[src/rtl/vending_fsm.sv]
// Vending machine transaction controller: product selection, coin
// collection with overflow-safe credit, dispense strobe, change/refund
// computation and a timed result hold for the display controller.
module vending_fsm #(
    parameter int unsigned PRICE0      = 15,
    parameter int unsigned PRICE1      = 20,
    parameter int unsigned PRICE2      = 25,
    parameter int unsigned PRICE3      = 30,
    parameter int unsigned HOLD_CYCLES = 50_000_000
) (
    input  logic       clk,
    input  logic       reset,
    input  logic       select_valid,
    input  logic [1:0] product_sel,
    input  logic       coin_valid,
    input  logic [1:0] coin_code,
    input  logic       cancel,
    output logic [5:0] cost_of_product,
    output logic [5:0] change,
    output logic [5:0] credit,
    output logic       dispense,
    output logic [1:0] product_id,
    output logic       coin_reject,
    output logic       busy
);

    localparam int unsigned  CW        = $clog2(HOLD_CYCLES + 1);
    localparam logic [CW-1:0] HOLD_LAST = CW'(HOLD_CYCLES - 1);

    typedef enum logic [1:0] {
        IDLE,
        COLLECT,
        DISPENSE,
        HOLD
    } state_t;

    state_t        state_q, state_d;
    logic [5:0]    cost_q, cost_d;
    logic [5:0]    change_q, change_d;
    logic [5:0]    credit_q, credit_d;
    logic          dispense_q, dispense_d;
    logic [1:0]    pid_q, pid_d;
    logic          reject_q, reject_d;
    logic          busy_q, busy_d;
    logic [CW-1:0] hold_q, hold_d;

    logic [5:0]    price_sel;
    logic [5:0]    coin_val;
    logic          coin_ok;
    logic [6:0]    sum7;
    logic          fits;

    // Price lookup and coin decode; overflow is checked one bit wider.
    always_comb begin
        price_sel = 6'(PRICE0);
        case (product_sel)
            2'd0:    price_sel = 6'(PRICE0);
            2'd1:    price_sel = 6'(PRICE1);
            2'd2:    price_sel = 6'(PRICE2);
            default: price_sel = 6'(PRICE3);
        endcase
        coin_val = 6'd0;
        coin_ok  = 1'b1;
        case (coin_code)
            2'b00:   coin_val = 6'd5;
            2'b01:   coin_val = 6'd10;
            2'b10:   coin_val = 6'd20;
            default: coin_ok  = 1'b0;
        endcase
        sum7 = {1'b0, credit_q} + {1'b0, coin_val};
        fits = (sum7 <= 7'd63);
    end

    // Next-state and registered-output computation.
    always_comb begin
        state_d    = state_q;
        cost_d     = cost_q;
        change_d   = change_q;
        credit_d   = credit_q;
        pid_d      = pid_q;
        hold_d     = hold_q;
        dispense_d = 1'b0;
        reject_d   = 1'b0;
        case (state_q)
            IDLE: begin
                reject_d = coin_valid;
                if (select_valid) begin
                    cost_d  = price_sel;
                    pid_d   = product_sel;
                    state_d = COLLECT;
                end
            end
            COLLECT: begin
                if (cancel) begin
                    reject_d = coin_valid;
                    change_d = credit_q;
                    credit_d = '0;
                    hold_d   = '0;
                    state_d  = HOLD;
                end else if (credit_q >= cost_q) begin
                    // Price already met: a coin arriving now would not be
                    // counted toward change, so it is returned.
                    reject_d   = coin_valid;
                    change_d   = credit_q - cost_q;
                    dispense_d = 1'b1;
                    state_d    = DISPENSE;
                end else if (coin_valid) begin
                    if (coin_ok && fits) begin
                        credit_d = sum7[5:0];
                    end else begin
                        reject_d = 1'b1;
                    end
                end
            end
            DISPENSE: begin
                reject_d = coin_valid;
                credit_d = '0;
                hold_d   = '0;
                state_d  = HOLD;
            end
            HOLD: begin
                reject_d = coin_valid;
                if (hold_q == HOLD_LAST) begin
                    change_d = '0;
                    cost_d   = '0;
                    pid_d    = '0;
                    state_d  = IDLE;
                end else begin
                    hold_d = hold_q + 1'b1;
                end
            end
            default: state_d = IDLE;
        endcase
        busy_d = (state_d != IDLE);
    end

    // State and output registers with synchronous active-high reset.
    always_ff @(posedge clk) begin
        if (reset) begin
            state_q    <= IDLE;
            cost_q     <= '0;
            change_q   <= '0;
            credit_q   <= '0;
            dispense_q <= 1'b0;
            pid_q      <= '0;
            reject_q   <= 1'b0;
            busy_q     <= 1'b0;
            hold_q     <= '0;
        end else begin
            state_q    <= state_d;
            cost_q     <= cost_d;
            change_q   <= change_d;
            credit_q   <= credit_d;
            dispense_q <= dispense_d;
            pid_q      <= pid_d;
            reject_q   <= reject_d;
            busy_q     <= busy_d;
            hold_q     <= hold_d;
        end
    end

    assign cost_of_product = cost_q;
    assign change          = change_q;
    assign credit          = credit_q;
    assign dispense        = dispense_q;
    assign product_id      = pid_q;
    assign coin_reject     = reject_q;
    assign busy            = busy_q;

endmodule
[config.mk]
export PLATFORM = sky130hd
export DESIGN_NAME = vending_fsm
export DESIGN_NICKNAME = d
export VERILOG_FILES = /design/src/rtl/vending_fsm.sv
export SDC_FILE = /design/constraint.sdc
export NUM_CORES = 1
export LEC_CHECK = 0
export ABC_CLOCK_PERIOD_IN_PS = 2610
export BUFFER_PORTS_ARGS = -buffer_cell sky130_fd_sc_hd__buf_2
export CAP_MARGIN = 20
export CORE_MARGIN = 4
export CORE_UTILIZATION = 55
export CTS_CLUSTER_SIZE = 8
export DETAILED_ROUTE_END_ITERATION = 10
export MAX_ROUTING_LAYER = met4
export PLACE_DENSITY = 0.76
export SETUP_SLACK_MARGIN = 0.02
export SLEW_MARGIN = 10
export SYNTH_ARGS = -nofsm -noshare
export SYNTH_HDL_FRONTEND = slang
export SYNTH_SLANG_ARGS = --single-unit
export TNS_END_PERCENT = 1
[constraint.sdc]
create_clock -name clk -period 2.61 [get_ports clk]
set_clock_uncertainty 0.2 [all_clocks]
set_input_delay 0.522 -clock clk [delete_from_list [all_inputs] [get_ports clk]]
set_output_delay 0.522 -clock clk [all_outputs]
set_load 0.01 [all_outputs]
==> results of run 1 <==
-- final cells by class --
| cell class | count | area, µm² |
|---|---|---|
| Fill cell | 444 | 1854 |
| Tap cell | 70 | 87.58 |
| Multi-Input combinational cell | 266 | 1770 |
| Clock inverter | 3 | 40.04 |
| Sequential cell | 50 | 1002 |
| Clock buffer | 5 | 68.82 |
| Timing Repair Buffer | 47 | 277.8 |
| Inverter | 19 | 71.32 |
-- final timing paths --
kind              endpoint     startpoint  slack [ns]
min          product_id[1]  product_id[1]        0.26
min reg2reg  product_id[1]  product_id[1]        0.26
max              credit[3]      credit[0]        0.13
max reg2reg      credit[3]      credit[0]        0.13
-- Yosys cell counts, types with 2 or more instances --
cell type	number	area share, %
clkbuf_1	12	1.5
and2_1	6	1.3
dfxtp_1	50	34
nor3_1	5	0.85
ha_1	15	6.4
and4b_1	2	0.68
inv_1	19	2.4
a31oi_1	7	1.5
nand2b_1	6	1.3
o31ai_1	6	1.5
buf_2	5	0.85
nand4_1	14	3.0
mux2i_1	4	1.4
or3_1	3	0.64
xor2_1	3	0.89
a211oi_1	3	0.76
nand3_1	16	2.7
or4_1	4	1.0
o2111ai_1	2	0.59
nor4_1	8	1.7
o21ai_1	3	0.51
a22o_1	2	0.59
and4_1	2	0.59
nand2_1	31	3.9
xnor2_1	14	4.2
a21oi_1	20	3.4
nor2_1	33	4.2
o21ai_0	12	2.0
nand3b_1	2	0.51
buf_6	4	1.5
and3_1	6	1.3
a32o_1	4	1.4
nor2b_1	4	0.85
a22oi_1	2	0.51
a21boi_0	2	0.51
-- registers in the layout, indices dropped and copies added (netlist names) --
signal and count:
dispense 1, state_q 2, hold_q 26, cost_of_product 5, product_id 2, credit 6
change 6, busy 1, coin_reject 1
-- logic make-up after synthesis --
logic type / synth area share [%]
other cells: 0.1269
mux: 1.737
fa+ha+maj: 7.031
compound gates: 17.79
xor+xnor: 5.040
simple gates: 27.83
flops: 33.88
buf+inv: 6.565
-- per-stage QoR --
stage / utilization [%] / setup slack, ns / cells
2_1_floorplan: - / 0.1526 / 357
3_3_place_gp: 61.80 / 0.1519 / 452
3_5_place_dp: 61.80 / 0.09887 / 452
4_1_cts: 63.91 / 0.07576 / 460
5_1_grt: 64.15 / 0.02374 / 460
6_report: 64.15 / 0.1301 / 460
-- critical path, stage by stage (launching register included) --
cell and delay [ns]:
dfxtp_1 0.33, inv_1 0.05, ha_1 0.15, inv_1 0.05, fa_1 0.39, nand3_1 0.12
a31oi_2 0.13, or3_4 0.37, or3_4 0.42, o31ai_2 0.20
-- power by group through the flow --
stage	combinational (mW)	sequential, mW	clock, mW
finish	0.324	0.800	0.542
CTS	0.318	0.799	0.549
global placement	0.312	0.816	0
floorplan	0.216	0.825	0
global route	0.361	0.803	0.579
detailed placement	0.317	0.817	0
-- routing by layer --
metal  track usage, %  vias to the layer above  routed length [µm]
li1                 -                     1350                   -
met1            31.82                     1225                3340
met2            30.21                       70                2777
met3            3.437                        4                 370
met4            4.054                        0                  44
met5                -                        -                   0
==> out/metrics.yaml, run 1 <==
clock_network:
  htreeDepth: 2
  clockBufferDepth: 2
  clock-sinks: 50
  post_cts_resize_count: 0
  cts-root-buf: "clkbuf_8"
  postCtsSetupBuffers: 0
  cts_tree: "yes"
  clock_latency_ns: 0.30
  hold_buffers: 0
  path_clk_slew_ns: 0.09
  cts_buffers: 5
die:
  start_util_pct: 57.11
  core_um2: 5172
  die_h_um: 81.29
  pin_count: 32
  die_area_um2: 6607
  die_w_um: 81.29
  rows: 26
pwr:
  clockPowerShare_pct: 32.5
  power_per_cell_area_nw_per_um2: 502.0
  p_int_mw: 1.191
  p_seq_share_pct: 48.0
  p_total_mw: 1.666
  switching_power_mw: 0.4743
  ir_worst_vdd_mv: 0.3119
  switching_share_pct: 28.47
  combPwrFrac_pct: 19.4
  leakage_nw: 1.336
final_layout:
  nets: 414
  drive_gt1_share_pct: 17.69
  layout_commonest_cell: "dfxtp_1"
  area_delta_synth_final_pct: 12.33
  finalInstanceArea_um2: 3318
  diodes: 0
  mostFrequentLayoutCells: "dfxtp_1 (49), nor2_1 (33), nand2_1 (31)"
critical_path:
  critPathCaptureType: "flip-flop"
  reg2regPathDepth: 9
  crit_fanout: 5
  worstSetupStartpointType: "flip-flop"
  cp.arrival_ns: 2.50
  crit_required_ns: 2.63
  critical_path_class: "reg2reg"
min_path:
  hp-class: "reg2reg"
  min_delay_path_depth: 2
global_route:
  gr-usage-all-layers_pct: 21.32
  grt-ovfl-total: 0
  grt_pass1_wl_um: 10910
  grt_pass1_vias: 2332
  grt_max_degree: 19
  antenna_found_initial: 0
timing:
  max_freq_ghz: 0.4032
  finalSetupViolCount: 0
  period_minus_slack_ns: 2.480
  drv_slew: 0
  finalCritPeriodShare_pct: 95.02
  whs_ns: 0.2642
  rsz0062_at_grt: "no"
  fin_setup_tns_ns: 0
  max_slew.worst_pin.slew_ns: 0.7873
  hold_viol_final: 0
  slew_headroom_pct: 47.32
synth:
  ys_warn_count: 0
  async_flop_share_pct: 0
  synth.yosys.seq_area_share_pct: 33.88
  ys_seq_elements: 50
  synth_cell_types: 61
  synth_area_um2: 2954
  synth_edf_count: 0
  synthesis.instances: 357
  synth.avg_cell_area_um2: 8.275
  synthesis.nets: 382
  synth-main-ff-cell: "dfxtp_1"
detailed_routing:
  dr.pass1.iters: 5
  wl_per_cell_um: 14.20
  drcViolationCount: 0
  drtAntennaViolNets: 0
  via_per_inst: 5.759
  wl_um: 6532
  vias: 2649
  drtIter0Drc: 198
placement:
  dpl_cell_area_um2: 3197
  gp_congestion: 0.8548
  port_buffers: 30
  hpwl_um: 4926
outcome:
  status: "finished, final reports clean"
flow_run:
  maxCapViolCount: 0
Note: power is estimated with default switching activity, not from simulation.
==> run 2: changes to the inputs <==
--- a/config.mk
+++ b/config.mk
@@ -5,7 +5,7 @@
 export SDC_FILE = /design/constraint.sdc
 export NUM_CORES = 1
 export LEC_CHECK = 0
-export ABC_CLOCK_PERIOD_IN_PS = 2610
+export ABC_CLOCK_PERIOD_IN_PS = 2300
 export BUFFER_PORTS_ARGS = -buffer_cell sky130_fd_sc_hd__buf_2
 export CAP_MARGIN = 20
 export CORE_MARGIN = 4
==> constraint.sdc (replaced) <==
create_clock -name clk -period 2.3 [get_ports clk]
set_clock_uncertainty 0.2 [all_clocks]
set_input_delay 0.46 -clock clk [delete_from_list [all_inputs] [get_ports clk]]
set_output_delay 0.46 -clock clk [all_outputs]
set_load 0.01 [all_outputs]
==> out/metrics.yaml, run 2 (same netlist as run 1, synthesis figures left out) <==
outcome:
  status: "complete, but fails checks"
  violations: "negative setup slack"
critical_path:
  cp.arrival_ns: 2.33  # -0.17 ns
  crit_required_ns: 2.31  # -0.32 ns
  worstSetupStartpointType: "flip-flop"
  critPathCaptureType: "flip-flop"
  crit_fanout: 4  # -1
  critical_path_class: "reg2reg"
  rrSetupSlack_ns: -0.02  # -0.15 ns
pwr:
  clockPowerShare_pct: 32.8  # +0.3 points
  leakage_nw: 1.376  # +3.0%
  p_int_mw: 1.415  # +19%
  switching_power_mw: 0.5501  # +16%
  ir_worst_vdd_mv: 0.3558  # +14%
  switching_share_pct: 27.99  # -0.48 points
  p_seq_share_pct: 46.1  # -1.9 points
  power_per_cell_area_nw_per_um2: 571.9  # +14%
  combPwrFrac_pct: 21.2  # +1.8 points
detailed_routing:
  wl_met1_um: 3441  # +3.0%
  vias: 2744  # +3.6%
  drtAntennaViolNets: 0  # unchanged
  wl_per_cell_um: 15.22  # +7.2%
  dr.pass1.iters: 4  # -1
  routed.top_layer: "met4"
  drcViolationCount: 0  # unchanged
  wl_met2_um: 3162  # +14%
  dr_wl_met3_um: 390  # +5.4%
  wl_um: 7108  # +8.8%
  via_per_inst: 5.876  # +2.0%
  drtIter0Drc: 232  # +17%
placement:
  gp_congestion: 0.8585  # +0.43%
  hpwl_um: 5267  # +6.9%
  port_buffers: 30  # unchanged
  dpl_cell_area_um2: 3288  # +2.9%
final_layout:
  drive_gt1_share_pct: 21.41  # +3.7 points
  nets: 421  # +1.7%
  mostFrequentLayoutCells: "dfxtp_1 (47), nor2_1 (32), nand2_1 (31)"
  finalInstanceArea_um2: 3437  # +3.6%
  area_delta_synth_final_pct: 16.35
  largest_reg_flops: 26  # unchanged
  final_core_util_pct: 66.45  # +2.3 points
  largest-register: "hold_q"
  diodes: 0  # unchanged
  layout_commonest_cell: "dfxtp_1"
  fill_cells: 437  # -1.6%
die:
  die_h_um: 81.29  # unchanged
  rows: 26  # unchanged
  pin_count: 32  # unchanged
  die_w_um: 81.29  # unchanged
  core_um2: 5172  # unchanged
  die_area_um2: 6607  # unchanged
  start_util_pct: 57.11  # unchanged
timing:
  period_minus_slack_ns: 2.316  # -0.1636 ns
  drv_slew: 0  # unchanged
  max_slew.worst_pin.slew_ns: 0.7696  # -0.01768 ns
  rsz0062_at_grt: "yes"
  slew_headroom_pct: 48.50  # +1.2 points
  setup_slack_ns: -0.01629  # -0.1464 ns
  max_freq_ghz: 0.4317  # +7.1%
  finalCritPeriodShare_pct: 100.7  # +5.7 points
  hold_viol_final: 0  # unchanged
  finalSetupViolCount: 1  # +1
clock_network:
  clock_latency_ns: 0.31  # about the same
  clock-sinks: 50  # unchanged
  clockBufferDepth: 2  # unchanged
  cts-root-buf: "clkbuf_8"
  htreeDepth: 2  # unchanged
  path_clk_slew_ns: 0.09  # about the same
  hold_buffers: 0  # unchanged
  cts_buffers: 5  # unchanged
  cts_tree: "yes"
global_route:
  grt_pass1_wl_um: 11780  # +8.0%
  grt-ovfl-total: 0  # unchanged
  grt_max_degree: 19  # unchanged
  gr-usage-all-layers_pct: 23.22  # +1.9 points
  antenna_found_initial: 0  # unchanged
  grt_pass1_vias: 2541  # +9.0%
min_path:
  hp-class: "in2reg"
flow_run:
  maxCapViolCount: 0  # unchanged
run 2: cell types whose count changed in the layout (fill, tap and decap cells not counted), sizes merged:
cell    before  now
buf         47   54
clkinv       2    0
clkbuf       5    7
run 2: cell type report:
cell class	count	area (µm²)	area share, %
Tap cell	70	87.58	2.548
Sequential cell	50	1007	29.30
Timing Repair Buffer	54	330.3	9.610
Multi-Input combinational cell	266	1824	53.08
Clock buffer	7	86.33	2.512
Inverter	19	71.32	2.075
Clock inverter	1	30.03	0.8737
run 2: repair_timing:
| action | CTS | global route |
|---|---|---|
| endpoints found under the setup margin | 5 | 18 |
| buffers inserted | 0 | 1 |
| pin swaps | 0 | 2 |
| resized for setup | 0 | 5 |
| hold endpoints to repair | 0 | 0 |
run 2: worst max-delay path: stages, from the launching register on:
cell     delay (ns)
dfxtp_4        0.35
inv_2          0.05
ha_4           0.12
inv_2          0.03
fa_2           0.36
nand3_4        0.09
a31oi_4        0.10
or3_4          0.39
or3_4          0.36
o31ai_2        0.19
run 2: stage by stage:
step	worst slack, ns	TNS, ns	hold WS (ns)	cells	total power, mW
after floorplan	-0.002648	-0.002648	0.2417	357	1.197
after global placement	0.01609	0	0.2530	458	1.312
after detailed placement	-0.04760	-0.06701	0.2605	458	1.324
after CTS	-0.07934	-0.1616	0.2136	466	1.965
after global routing	-0.09034	-0.3833	0.2346	467	2.057
final	-0.01629	-0.01629	0.2225	467	1.966
run 2: power groups by stage:
stage	clock network (mW)	logic, mW	registers, mW
finish	0.644	0.416	0.906
CTS	0.659	0.400	0.906
floorplan	0	0.261	0.936
global placement	0	0.387	0.925
global route	0.687	0.460	0.910
detailed placement	0	0.398	0.926
run 2: path summary, 6_finish.rpt:
kind,end,depth (start not counted),startpoint
setup reg to reg,credit[3],9,credit[0]
hold / removal,product_id[0],3,product_sel[0]
hold reg to reg,product_id[0],2,product_id[0]
setup / recovery,credit[3],9,credit[0]
run 2: layer usage:
| layer | global-route usage [%] | vias up |
|---|---|---|
| li1 | - | 1373 |
| met1 | 32.00 | 1280 |
| met3 | 4.545 | 13 |
| met4 | 7.432 | 0 |
| met5 | - | - |
| met2 | 34.04 | 78 |
